### src/rtl/prog_loader_pkg.sv
// prog_loader shared types and frame constants.
// Imported by the loader top and its word assembler.
package prog_loader_pkg;

  typedef enum logic [2:0] {
    S_IDLE = 3'd0,
    S_LEN0 = 3'd1,
    S_LEN1 = 3'd2,
    S_DATA = 3'd3,
    S_CSUM = 3'd4,
    S_DONE = 3'd5,
    S_ERR  = 3'd6
  } state_t;

  localparam int HDR_LEN        = 2;
  localparam int BYTES_PER_WORD = 4;

  localparam logic [1:0] LAST_BYTE =
    2'(BYTES_PER_WORD - 1);

endpackage

### src/rtl/prog_loader_if.sv
// Byte-stream receive and instruction-memory write bundle.
// master = stream source / memory, slave = loader.
interface prog_loader_if #(
  parameter int ADDR_W = 32
);

  logic [7:0]        rx_data;
  logic              rx_valid;
  logic              rx_ready;
  logic              wr_en;
  logic [ADDR_W-1:0] wr_addr;
  logic [31:0]       wr_data;

  modport master (
    output rx_data,
    output rx_valid,
    input  rx_ready,
    input  wr_en,
    input  wr_addr,
    input  wr_data
  );

  modport slave (
    input  rx_data,
    input  rx_valid,
    output rx_ready,
    output wr_en,
    output wr_addr,
    output wr_data
  );

endinterface

### src/rtl/prog_loader_word_assembler.sv
// Little-endian 8-to-32 shift register.
// word_valid pulses the cycle after the 4th byte.
module word_assembler
  import prog_loader_pkg::*;
(
  input  logic        clock,
  input  logic        reset,
  input  logic        clear,
  input  logic [7:0]  byte_in,
  input  logic        byte_valid,
  output logic [1:0]  byte_idx,
  output logic [31:0] word,
  output logic        word_valid
);

  always_ff @(posedge clock or negedge reset) begin
    if (!reset) begin
      byte_idx   <= '0;
      word       <= '0;
      word_valid <= 1'b0;
    end else begin
      word_valid <= 1'b0;
      if (clear) begin
        byte_idx <= '0;
      end else if (byte_valid) begin
        // new byte enters at the top; byte 0 ends up in 7:0
        word       <= {byte_in, word[31:8]};
        byte_idx   <= byte_idx + 2'd1;
        word_valid <= (byte_idx == LAST_BYTE);
      end
    end
  end

endmodule

### src/rtl/prog_loader.sv
// Framed byte-stream program loader for instruction memory.
// Holds the core in reset until a checksummed image lands.
module prog_loader
  import prog_loader_pkg::*;
#(
  parameter int              ADDR_W    = 32,
  parameter int              MAX_WORDS = 1024,
  parameter logic [ADDR_W-1:0] BASE_ADDR = '0
) (
  input  logic        clock,
  input  logic        reset,
  input  logic        start,
  prog_loader_if.slave bus,
  output logic        core_hold,
  output logic        done,
  output logic        error
);

  state_t            state;
  logic [7:0]        len_lo;
  logic [7:0]        csum;
  logic [15:0]       n;
  logic [15:0]       words;
  logic [ADDR_W-1:0] addr;
  logic              rx_ready;
  logic              xfer;
  logic              restart;
  logic [15:0]       len;
  logic [1:0]        byte_idx;
  logic              word_valid;
  logic [31:0]       word;

  assign xfer    = bus.rx_valid & rx_ready;
  assign restart = start & ((state == S_IDLE) |
                            (state == S_DONE) |
                            (state == S_ERR));
  assign len     = {bus.rx_data, len_lo};

  assign bus.rx_ready = rx_ready;
  assign bus.wr_en    = word_valid;
  assign bus.wr_addr  = addr;
  assign bus.wr_data  = word;

  word_assembler u_asm (
    .clock      (clock),
    .reset      (reset),
    .clear      (restart),
    .byte_in    (bus.rx_data),
    .byte_valid (xfer && (state == S_DATA)),
    .byte_idx   (byte_idx),
    .word       (word),
    .word_valid (word_valid)
  );

  always_ff @(posedge clock or negedge reset) begin
    if (!reset) begin
      state     <= S_IDLE;
      rx_ready  <= 1'b0;
      addr      <= BASE_ADDR;
      core_hold <= 1'b1;
      done      <= 1'b0;
      error     <= 1'b0;
      len_lo    <= '0;
      csum      <= '0;
      n         <= '0;
      words     <= '0;
    end else begin
      if (word_valid)
        addr <= addr + ADDR_W'(BYTES_PER_WORD);
      unique case (state)
        S_IDLE, S_DONE, S_ERR: begin
          if (start) begin
            state     <= S_LEN0;
            rx_ready  <= 1'b1;
            csum      <= '0;
            words     <= '0;
            done      <= 1'b0;
            error     <= 1'b0;
            core_hold <= 1'b1;
          end
        end
        S_LEN0: begin
          if (xfer) begin
            len_lo <= bus.rx_data;
            csum   <= csum ^ bus.rx_data;
            state  <= S_LEN1;
          end
        end
        S_LEN1: begin
          if (xfer) begin
            n    <= len;
            csum <= csum ^ bus.rx_data;
            if (32'(len) > 32'(MAX_WORDS)) begin
              state    <= S_ERR;
              rx_ready <= 1'b0;
              error    <= 1'b1;
            end else if (len == 16'd0) begin
              state <= S_CSUM;
            end else begin
              state <= S_DATA;
              addr  <= BASE_ADDR;
            end
          end
        end
        S_DATA: begin
          // leave on the last byte so the write cycle can
          // overlap the checksum byte without a stall
          if (xfer) begin
            csum <= csum ^ bus.rx_data;
            if (byte_idx == LAST_BYTE) begin
              words <= words + 16'd1;
              if (words == n - 16'd1)
                state <= S_CSUM;
            end
          end
        end
        S_CSUM: begin
          if (xfer) begin
            rx_ready <= 1'b0;
            if (bus.rx_data == csum) begin
              state     <= S_DONE;
              done      <= 1'b1;
              core_hold <= 1'b0;
            end else begin
              state <= S_ERR;
              error <= 1'b1;
            end
          end
        end
        default: begin
          state    <= S_IDLE;
          rx_ready <= 1'b0;
        end
      endcase
    end
  end

endmodule

### src/flat_wrapper.sv
// flat-port wrapper written by rule: the top's interface ports become plain ports
module prog_loader_flat import prog_loader_pkg::*;
#(
  parameter int              ADDR_W    = 32,
  parameter int              MAX_WORDS = 1024,
  parameter logic [ADDR_W-1:0] BASE_ADDR = '0
)
  (clock, reset, start, core_hold, done, error, bus_rx_data, bus_rx_valid, bus_rx_ready, bus_wr_en, bus_wr_addr, bus_wr_data);
  prog_loader_if #(.ADDR_W(ADDR_W)) bus_i ();
  input  logic clock;
  input  logic reset;
  input  logic start;
  output logic core_hold;
  output logic done;
  output logic error;
  input wire logic [$bits(bus_i.rx_data)-1:0] bus_rx_data;
  input wire logic [$bits(bus_i.rx_valid)-1:0] bus_rx_valid;
  output wire logic [$bits(bus_i.rx_ready)-1:0] bus_rx_ready;
  output wire logic [$bits(bus_i.wr_en)-1:0] bus_wr_en;
  output wire logic [$bits(bus_i.wr_addr)-1:0] bus_wr_addr;
  output wire logic [$bits(bus_i.wr_data)-1:0] bus_wr_data;
  assign bus_i.rx_data = bus_rx_data;
  assign bus_i.rx_valid = bus_rx_valid;
  assign bus_rx_ready = bus_i.rx_ready;
  assign bus_wr_en = bus_i.wr_en;
  assign bus_wr_addr = bus_i.wr_addr;
  assign bus_wr_data = bus_i.wr_data;
  prog_loader #(.ADDR_W(ADDR_W), .MAX_WORDS(MAX_WORDS), .BASE_ADDR(BASE_ADDR)) u_core (.clock(clock), .reset(reset), .start(start), .bus(bus_i), .core_hold(core_hold), .done(done), .error(error));
endmodule
### config.mk
export PLATFORM = sky130hd
export DESIGN_NAME = prog_loader_flat
export DESIGN_NICKNAME = d
export VERILOG_FILES = /design/src/rtl/prog_loader_pkg.sv /design/src/rtl/prog_loader_if.sv /design/src/rtl/prog_loader_word_assembler.sv /design/src/rtl/prog_loader.sv /design/src/flat_wrapper.sv
export SDC_FILE = /design/constraint.sdc
export NUM_CORES = 1
export LEC_CHECK = 0
export ABC_AREA = 0
export CORE_MARGIN = 2
export CORE_UTILIZATION = 40
export CTS_BUF_LIST = sky130_fd_sc_hd__clkbuf_16
export DETAILED_ROUTE_END_ITERATION = 8
export DONT_BUFFER_PORTS = 1
export PLACE_DENSITY_LB_ADDON = 0.3
export SYNTH_ARGS = -nofsm -noshare
export SYNTH_HDL_FRONTEND = slang
export SYNTH_SLANG_ARGS = --single-unit
### constraint.sdc
create_clock -name clock -period 5.25 [get_ports clock]
set_clock_uncertainty 0.05 [all_clocks]
set_input_delay 1.05 -clock clock [delete_from_list [all_inputs] [get_ports clock]]
set_output_delay 1.05 -clock clock [all_outputs]
set_load 0.1 [all_outputs]
# Word level (Yosys, flattened, before mapping)
# Cells that the tools add are included.
[classes]
addsub = 4
magnitude_cmp = 1
eq_ne = 20
muxes = 44
bitwise_logic = 7
reduce_logical = 20
[ops]
columns = ["op", "n"]
rows = [
  ["32-bit two-way mux", 5],
  ["16-bit two-way mux", 3],
  ["32-bit by 3-bit adder with 32-bit output (second input constant)", 1],
  ["16-bit case mux with 2 select lines", 1],
  ["3-bit two-way mux", 9],
  ["16-bit by 1-bit adder with 16-bit output (second input constant)", 1],
  ["16-bit == test", 1],
  ["16-bit by 11-bit > comparator with 1-bit output (second input constant)", 1],
  ["16-bit logical NOT", 1],
  ["8-bit two-way mux", 2],
  ["8-bit case mux with 2 select lines", 1],
  ["16-bit by 1-bit subtractor with 16-bit output (second input constant)", 1],
  ["1-bit two-way mux", 15],
  ["3-bit case mux with 5 select lines", 1],
  ["2-bit by 1-bit != test with 1-bit output (second input constant)", 7],
  ["3-bit == test (second input constant)", 3],
  ["8-bit == test", 1],
  ["2-bit != test (second input constant)", 4],
  ["4-bit AND reduction", 2],
  ["2-bit nonzero test", 4],
  ["8-bit XOR", 1],
  ["7-bit AND reduction", 1],
  ["3-bit by 2-bit == test with 1-bit output (second input constant)", 2],
  ["2-bit two-way mux", 3],
  ["18 further kinds", 25],
]
[word_totals]
reg_bits = 122
inputBits = 12
output_inout_bits = 69

# Logic depth before layout (Yosys ltp)
# Gate-level depths: netlist of the first run.
[depth]
word_depth = 6
depth_mapped = 12

# By module
# Synthesis of the first run repeated with hierarchy kept, for this count alone.
[hier_totals]
hier_cells = 587
hier_area_um2 = 6237.2
[by_module_without_submodules]
columns = ["module", "n_inst", "cells_per_inst", "area_each_um2"]
rows = [
  ["prog_loader", 1, 509, 4762.1],
  ["word_assembler", 1, 78, 1475.2],
]

# Least setup slack after synthesis of the first run
# Ideal clock, no wire load.
[synth_path]
kind = "register -> register"
startpoint = "register u_core.addr[6] (netlist: u_core.bus.wr_addr[6])"
endpoint = "register u_core.addr[29] (netlist: u_core.bus.wr_addr[29])"
setup_ps = 74
arrival_ps = 2735
required_time_ps = 5126
path_slack_ps = 2391
path_stages_with_launch = 8
period_less_slack_ps = 2859
cell_sequence = "dfrtp_1 -> nand4_1 -> or4_1 -> nand2b_1 -> nor3_1 -> nand3_1 -> xor2_1 -> nor2_1"
[synth_between]
elab_chain_len = 6
[synth_rtl]
columns = ["item", "line_no", "text"]
rows = [
  ["start, declared", "prog_loader.sv:24", "logic [ADDR_W-1:0] addr;"],
  ["start signal, assigned", "prog_loader.sv:69", "addr <= addr + ADDR_W'(BYTES_PER_WORD);"],
  ["32-bit by 3-bit adder with 32-bit output *", "prog_loader.sv:69", ""],
  ["32-bit two-way mux *", "prog_loader.sv:68", "if (word_valid)"],
  ["32-bit two-way mux", "prog_loader.sv:97", "end else if (len == 16'd0) begin"],
  ["32-bit two-way mux", "prog_loader.sv:93", "if (32'(len) > 32'(MAX_WORDS)) begin"],
  ["32-bit two-way mux", "prog_loader.sv:90", "if (xfer) begin"],
  ["32-bit two-way mux *", "prog_loader.sv:70", "unique case (state)"],
]
# Mark *: on every way between the ends. The rest lies on a longest branch, timed or not.
# A chain may end at the register's enable or synchronous reset.

# Worst setup path after layout of the first run
# Ends and elaborated chain as after synthesis.

==> impl_results.md, run 1 <==
* Outcome: finished, final reports clean
* Pint at 2.31 mW
* Post-Syn Instances at 612
* Clk pwr share at 22.5%
* Chip Height at 128 µm
* Dpl cell area at 6310 µm²
* Clock buffer count from CTS at 17
* Post-cts resize count at 0
* Crit. End Element: flop
* Final WS setup at 1.98 ns
* Vias at 4443
* Post-DP HPWL at 9670 µm
* Post-synth top area share at 48.0%
* Net Sw Power at 2.41 mW
* Worst vdd rail ir drop at 0.405 mV
* Post-route ant nets at 0
* Core area at 15100 µm²
* Cell Count, Final, Fillers Out at 804
* Largest net degree at the start of global routing at 121
* Fin area at 6860 µm²
* Worst EP arrival at 3.47 ns
* EDFF count, synth at 0
* Initial Utilization at 40.9%
* Routed vias/inst at 5.53
* Final core area utilization at 45.3%
* Achievable frequency at 306 MHz
* Initial detailed-routing violation count at 286
* Post-Synthesis Cell Area at 6200 µm²
* Asr flop ratio synth at 100%
* Clock transition at path regs at 0.06 ns
* GRT met3 Usage at 5.82%
* Maximum capacitance violations at 0
* Post-DR wirelength/cell at 16.9 µm
* Worst slew margin at 21.0%
* Most Crowded Layer GR: met2
* First-pass DRT Iterations at 4
* Fill cells at 1425
* Share of cells above drive strength 1 at 16.4%
* Crit path time final at 3.27 ns
* Placer congestion estimate at 0.864
* Tot GR Track Use at 17.7%
* CP Max Fanout at 7
* Combinational share of power at 25.9%
* Avg Cell Area, Syn at 10.1 µm²
* WHS at 0.277 ns
* Max Buffers Root-to-Sink at 2
* Commonest cells after routing, fill and taps aside: dfrtp_1 (119), nor2_1 (73), mux2_2 (54)
* Placed cell count at 772
* Sequential power share at 51.7%
* Power Density at 688 nW/µm²
* Seq/Total Area, Yosys at 48.5%
* Hold Vio Cnt, Final at 0
* Clk root buf: clkbuf_16
* Leakage at 2.88 nW
* Yosys cell types at 59
* Total gr overflow at 0
* Synth warn at 0
* Primary FF master, synth: dfrtp_1
* CTS HTree Levels at 4
* Hold buffer count at CTS at 0
* Vias in the first global route at 4420
* Die width at 128 µm
* Cell taking the most area after synthesis: dfrtp_1
* Fin crit share at 62.3%
* Req. time, crit path at 5.45 ns
* Initial antenna violation count at 0
* RSZ-0062 raised after global routing: no
* DIE AREA at 16500 µm²
* Post-CTS Setup Bufs at 0
* Cell row count at 45
* Drt drc at 0
* Port-buffer cells at 0
* First-pass GRT wire length at 22900 µm
* Antenna diodes at 0
* Synthesis-stage register bit count at 120
* Actual slew at the worst max-slew pin at 1.18 ns
* HP Class: in -> async
* Setup Crit Path Kind: reg -> reg
* Area delta synth->final at 10.7%
* TritonCTS clock tree: done
* Worst skew pair latency at 0.41 ns
* Layout Nets at 619
* Commonest non-fill, non-tap cell in the layout: dfrtp_1
* Clk sink count at 120
* Worst Setup Start Kind: flop
* Final setup vio count at 0
* Slew Limit Fails at 0
* Final Power at 4.72 mW
* Pre-CTS setup slack at 1.79 ns
* Final TNS setup at 0 ns
* WL final at 13600 µm
* Synth area leaders: dfrtp_1 (48%), mux2_2 (9.8%), xor2_1 (6.1%)
* Switching Fraction at 51.0%
* Grt met2 use at 28.8%
* Met1 usage at 21.7%
* IO Count at 81
final cells by class:
class                   count  area [µm²]  share of cell area (%)
multi-input cells         452        3030                    44.1
clock buffers              17         425                    6.20
inverters                  11        41.3                   0.602
flip-flops and latches    120        3000                    43.8
clock inverters            15         120                    1.75
well taps                 188         235                    3.43
repair buffers              1        7.51                   0.109
logic make-up after synthesis:
kind of cell / Yosys count / share of synthesized area [%]
and+or+nand+nor: 233 / 18.8
other: 1 / 0.0605
AOI/OAI and AO/OA: 85 / 8.58
buffers and inverters: 41 / 2.89
DFF: 120 / 48.5
adders and majority gates: 4 / 0.807
xor gates and xnor gates: 68 / 9.61
muxes: 60 / 10.8
power by group through the flow:
stage               combinational, mW  clock [mW]  sequential (mW)
global route                     1.37        1.13             2.49
finish                           1.22        1.06             2.44
global placement                 1.19           0             2.45
CTS                              1.23        1.08             2.45
floorplan                        1.04           0             2.36
detailed placement               1.22           0             2.46
registers in the layout, summed over array words and instances (netlist names):
signal and cells:
u_core.core_hold 1, u_core.u_asm.word 32, u_core.error 1, u_core.u_asm.word_valid 1
u_core.csum 8, u_core.len_lo 8, u_core.bus.rx_ready 1, u_core.u_asm.byte_idx 2
u_core.done 1, u_core.n 16, u_core.state 3, u_core.words 16
u_core.bus.wr_addr 30
worst paths after layout:
| check | from | cells after the start | to | slack [ns] |
|---|---|---|---|---|
| worst max-delay path | u_core.bus.wr_addr[6] | 7 | u_core.bus.wr_addr[29] | 1.98 |
| worst min-delay path | reset | 0 | u_core.bus.wr_addr[16] | 0.28 |
| worst max register to register | u_core.bus.wr_addr[6] | 7 | u_core.bus.wr_addr[29] | 1.98 |
| worst min register to register | u_core.csum[0] | 1 | u_core.csum[0] | 0.45 |
| max in group asynchronous | reset | 0 | u_core.core_hold | 4.65 |
| min in group clock | u_core.csum[0] | 1 | u_core.csum[0] | 0.45 |
cells in the mapped netlist (all sizes together), types with 3 or more instances:
cell type / instances
ha: 4
nor2: 74
nand3b: 3
a2111oi: 3
and3: 8
buf: 7
xnor2: 25
or3: 7
nor2b: 4
nand4: 17
nor3: 17
xor2: 43
dfrtp: 119
nor4: 15
a211oi: 3
o211ai: 3
inv: 10
or4: 4
a311oi: 3
a31o: 4
nand2: 52
nand3: 21
mux2: 56
clkbuf: 23
o21ai: 38
a21oi: 14
mux2i: 4
critical path, cell delays in order (launching register included):
cell and delay [ns]:
dfrtp_1 1.02, nand4_1 0.30, or4_1 0.63, nand2b_1 0.28
nor3_1 0.41, nand3_1 0.16, xor2_1 0.20, nor2_1 0.06
per-layer routing:
metal | part of all wire, % | wire, µm
met5 | 0 | 0
met4 | 1.4 | 189
met3 | 7.1 | 969
met2 | 48 | 6540
met1 | 43 | 5890
No activity file was read; power rests on OpenSTA's default activity.
==> inputs of run 2 (changes only) <==
Clock period 5.25 ns to 3.38 ns, I/O delays scaled along.
==> run 2 against run 1 <==
Net effect:
- the run now ends with negative hold slack left
- utilization rose by 2.1 points
- combinational power rose by 98%
- critical endpoint is now u_core.state[0]
- final cell count rose by 4.2%
- worst setup slack got worse by 1.5 ns
- first-iteration DRC count fell by 12%
- fmax rose by 12%
- global-route usage rose by 0.56 points
- count of clock-buffer cells in the layout did not move
==> impl_results.md, run 2 (synthesized netlist as in run 1, its figures left out) <==
* Outcome: finished, violations left (was finished, final reports clean)
* Violated checks: negative hold slack
* Share of cells above drive strength 1 at 20.6% (was 16.4%)
* Largest delay share family, worst path: simple AND/OR/NAND/NOR gates (unchanged)
* Final setup vio count at 0 (unchanged)
* CP max stage cell: a2111oi_0 (was dfrtp_1)
* Post-DR wirelength/cell at 17.0 µm (was 16.9 µm)
* Final core area utilization at 47.4% (was 45.3%)
* Crit. End Element: flop (unchanged)
* Area delta synth->final at 15.7% (was 10.7%)
* Hold Vio Cnt, Final at 119 (was 0)
* Crit path largest cell delay at 0.54 ns (was 1.02 ns)
* Worst skew pair latency at 0.41 ns (about the same)
* Crit path time final at 2.93 ns (was 3.27 ns)
* Fin crit share at 86.7% (was 62.3%)
* Tot GR Track Use at 18.3% (was 17.7%)
* First-pass DRT Iterations at 5 (was 4)
* Register bank with the most flops: u_core.u_asm.word (unchanged)
* Drt drc at 0 (unchanged)
* Initial detailed-routing violation count at 251 (was 286)
* Layout Nets at 653 (was 619)
* DIE AREA at 16500 µm² (unchanged)
* Setup Crit Path Kind: reg -> reg (unchanged)
* Clk sink count at 120 (unchanged)
* Achievable frequency at 341 MHz (was 306 MHz)
* Cell row count at 45 (unchanged)
* Vias at 4656 (was 4443)
* Crit-path cells: inv_1, ha_1, nor3b_2, nand2_1, a2111oi_0, nand4_1, nor4b_4, mux2_1, nand2_1 (was nand4_1, or4_1, nand2b_1, nor3_1, nand3_1, xor2_1, nor2_1)
* Worst Setup Start Kind: flop (unchanged)
* WL final at 14200 µm (was 13600 µm)
* Routed vias/inst at 5.56 (was 5.53)
* Leakage at 3.07 nW (was 2.88 nW)
* Cell mode on critical path: nand2_1
* FF-to-FF setup slack at 0.45 ns (was 1.98 ns)
* WHS at -0.0960 ns (was 0.277 ns)
* Power Density at 1070 nW/µm² (was 688 nW/µm²)
* Port-buffer cells at 0 (unchanged)
* Post-cts resize count at 0 (unchanged)
* Max reg flops at 32 (unchanged)
* Initial Utilization at 40.9% (unchanged)
* Worst EP arrival at 3.24 ns (was 3.47 ns)
* Actual slew at the worst max-slew pin at 1.00 ns (was 1.18 ns)
* Worst vdd rail ir drop at 0.705 mV (was 0.405 mV)
* Placer congestion estimate at 0.864 (about the same)
* Slew Limit Fails at 0 (unchanged)
* Post-CTS Setup Bufs at 0 (unchanged)
* Maximum capacitance violations at 0 (unchanged)
* Vias in the first global route at 4561 (was 4420)
* WP buf/inv at 1 (was 0)
* Initial antenna violation count at 0 (unchanged)
* Final TNS setup at 0 ns (unchanged)
* Clk root buf: clkbuf_16 (unchanged)
* CTS HTree Levels at 4 (unchanged)
* Post-route ant nets at 0 (unchanged)
* Req. time, crit path at 3.68 ns (was 5.45 ns)
* Max Buffers Root-to-Sink at 2 (unchanged)
* HP Class: in -> async (unchanged)
* Clock transition at path regs at 0.06 ns (about the same)
* Core area at 15100 µm² (unchanged)
* Worst slew margin at 33.0% (was 21.0%)
* Commonest cells after routing, fill and taps aside: dfrtp_1 (119), nor2_1 (73), mux2_2 (54) (unchanged)
* Clock buffer count from CTS at 17 (unchanged)
* Post-DP HPWL at 10100 µm (was 9670 µm)
* Largest net degree at the start of global routing at 121 (unchanged)
* Chip Height at 128 µm (unchanged)
* TritonCTS clock tree: done (unchanged)
* Antenna diodes at 0 (unchanged)
* Total gr overflow at 0 (unchanged)
* CP Max Fanout at 8 (was 7)
* First-pass GRT wire length at 23400 µm (was 22900 µm)
* RSZ-0062 raised after global routing: no (unchanged)
* Die width at 128 µm (unchanged)
* IO Count at 81 (unchanged)
* Commonest non-fill, non-tap cell in the layout: dfrtp_1 (unchanged)
## run 2: changes by cell type in the layout (fill, tap and decap cells not counted), sizes merged
cell	previous run	this run
bufinv	0	3
clkinvlp	4	2
clkinv	4	7
buf	1	35
inv	18	14
## run 2: routing by layer
metal	share of wire, %	global-route usage, %	vias up
li1	-	-	2215
met1	45	23.4	2291
met2	47	29.1	128
met3	6.6	5.45	22
met4	1.8	7.50	0
met5	0	0	-
## run 2: through the flow
step | std cells | cell area (µm²) | setup WS (ns) | total power, mW
6_report | 838 | 7170 | 0.448 | 7.67
3_3_place_gp | 806 | 6570 | 0.620 | 5.77
4_1_cts | 838 | 7170 | 0.508 | 7.70
5_1_grt | 838 | 7170 | 0.208 | 8.05
3_5_place_dp | 806 | 6570 | 0.530 | 5.83
2_1_floorplan | 613 | 6200 | 0.521 | 5.29
## run 2: final cells by class
class | count | area, µm²
Tap cell | 188 | 235
Multi-Input combinational cell | 452 | 3030
Clock inverter | 15 | 179
Inverter | 11 | 41.3
Clock buffer | 17 | 425
Sequential cell | 120 | 3000
Fill cell | 1434 | 7970
Timing Repair Buffer | 35 | 263
## run 2: where the power goes
part / switching [mW] / total [mW] / leakage, nW / internal [mW]
registers: 1.61 / 3.41 / 1.45 / 1.80
clock network: 0.681 / 1.84 / 0.296 / 1.16
logic: 1.47 / 2.41 / 1.32 / 0.943
## run 2: worst reg2reg max path, delay by kind of cell, from the launching register on
family	cells	cell delay, ns
AND/OR/NAND/NOR	5	1.18
AO/OA/AOI/OAI	1	0.54
flip-flops	1	0.44
multiplexers	1	0.36
adder cells (fa/ha/maj)	1	0.22
buffers and inverters	1	0.08
## run 2: worst paths after layout
check,start,end,cells after the start
worst max-delay path,u_core.n[0],u_core.state[0],9
max in group asynchronous,reset,u_core.state[0],0
min in group clock,bus_rx_data[3],u_core.csum[3],2
worst min register to register,u_core.csum[4],u_core.csum[4],1
worst max register to register,u_core.n[0],u_core.state[0],9
worst min-delay path,reset,u_core.bus.wr_addr[17],0
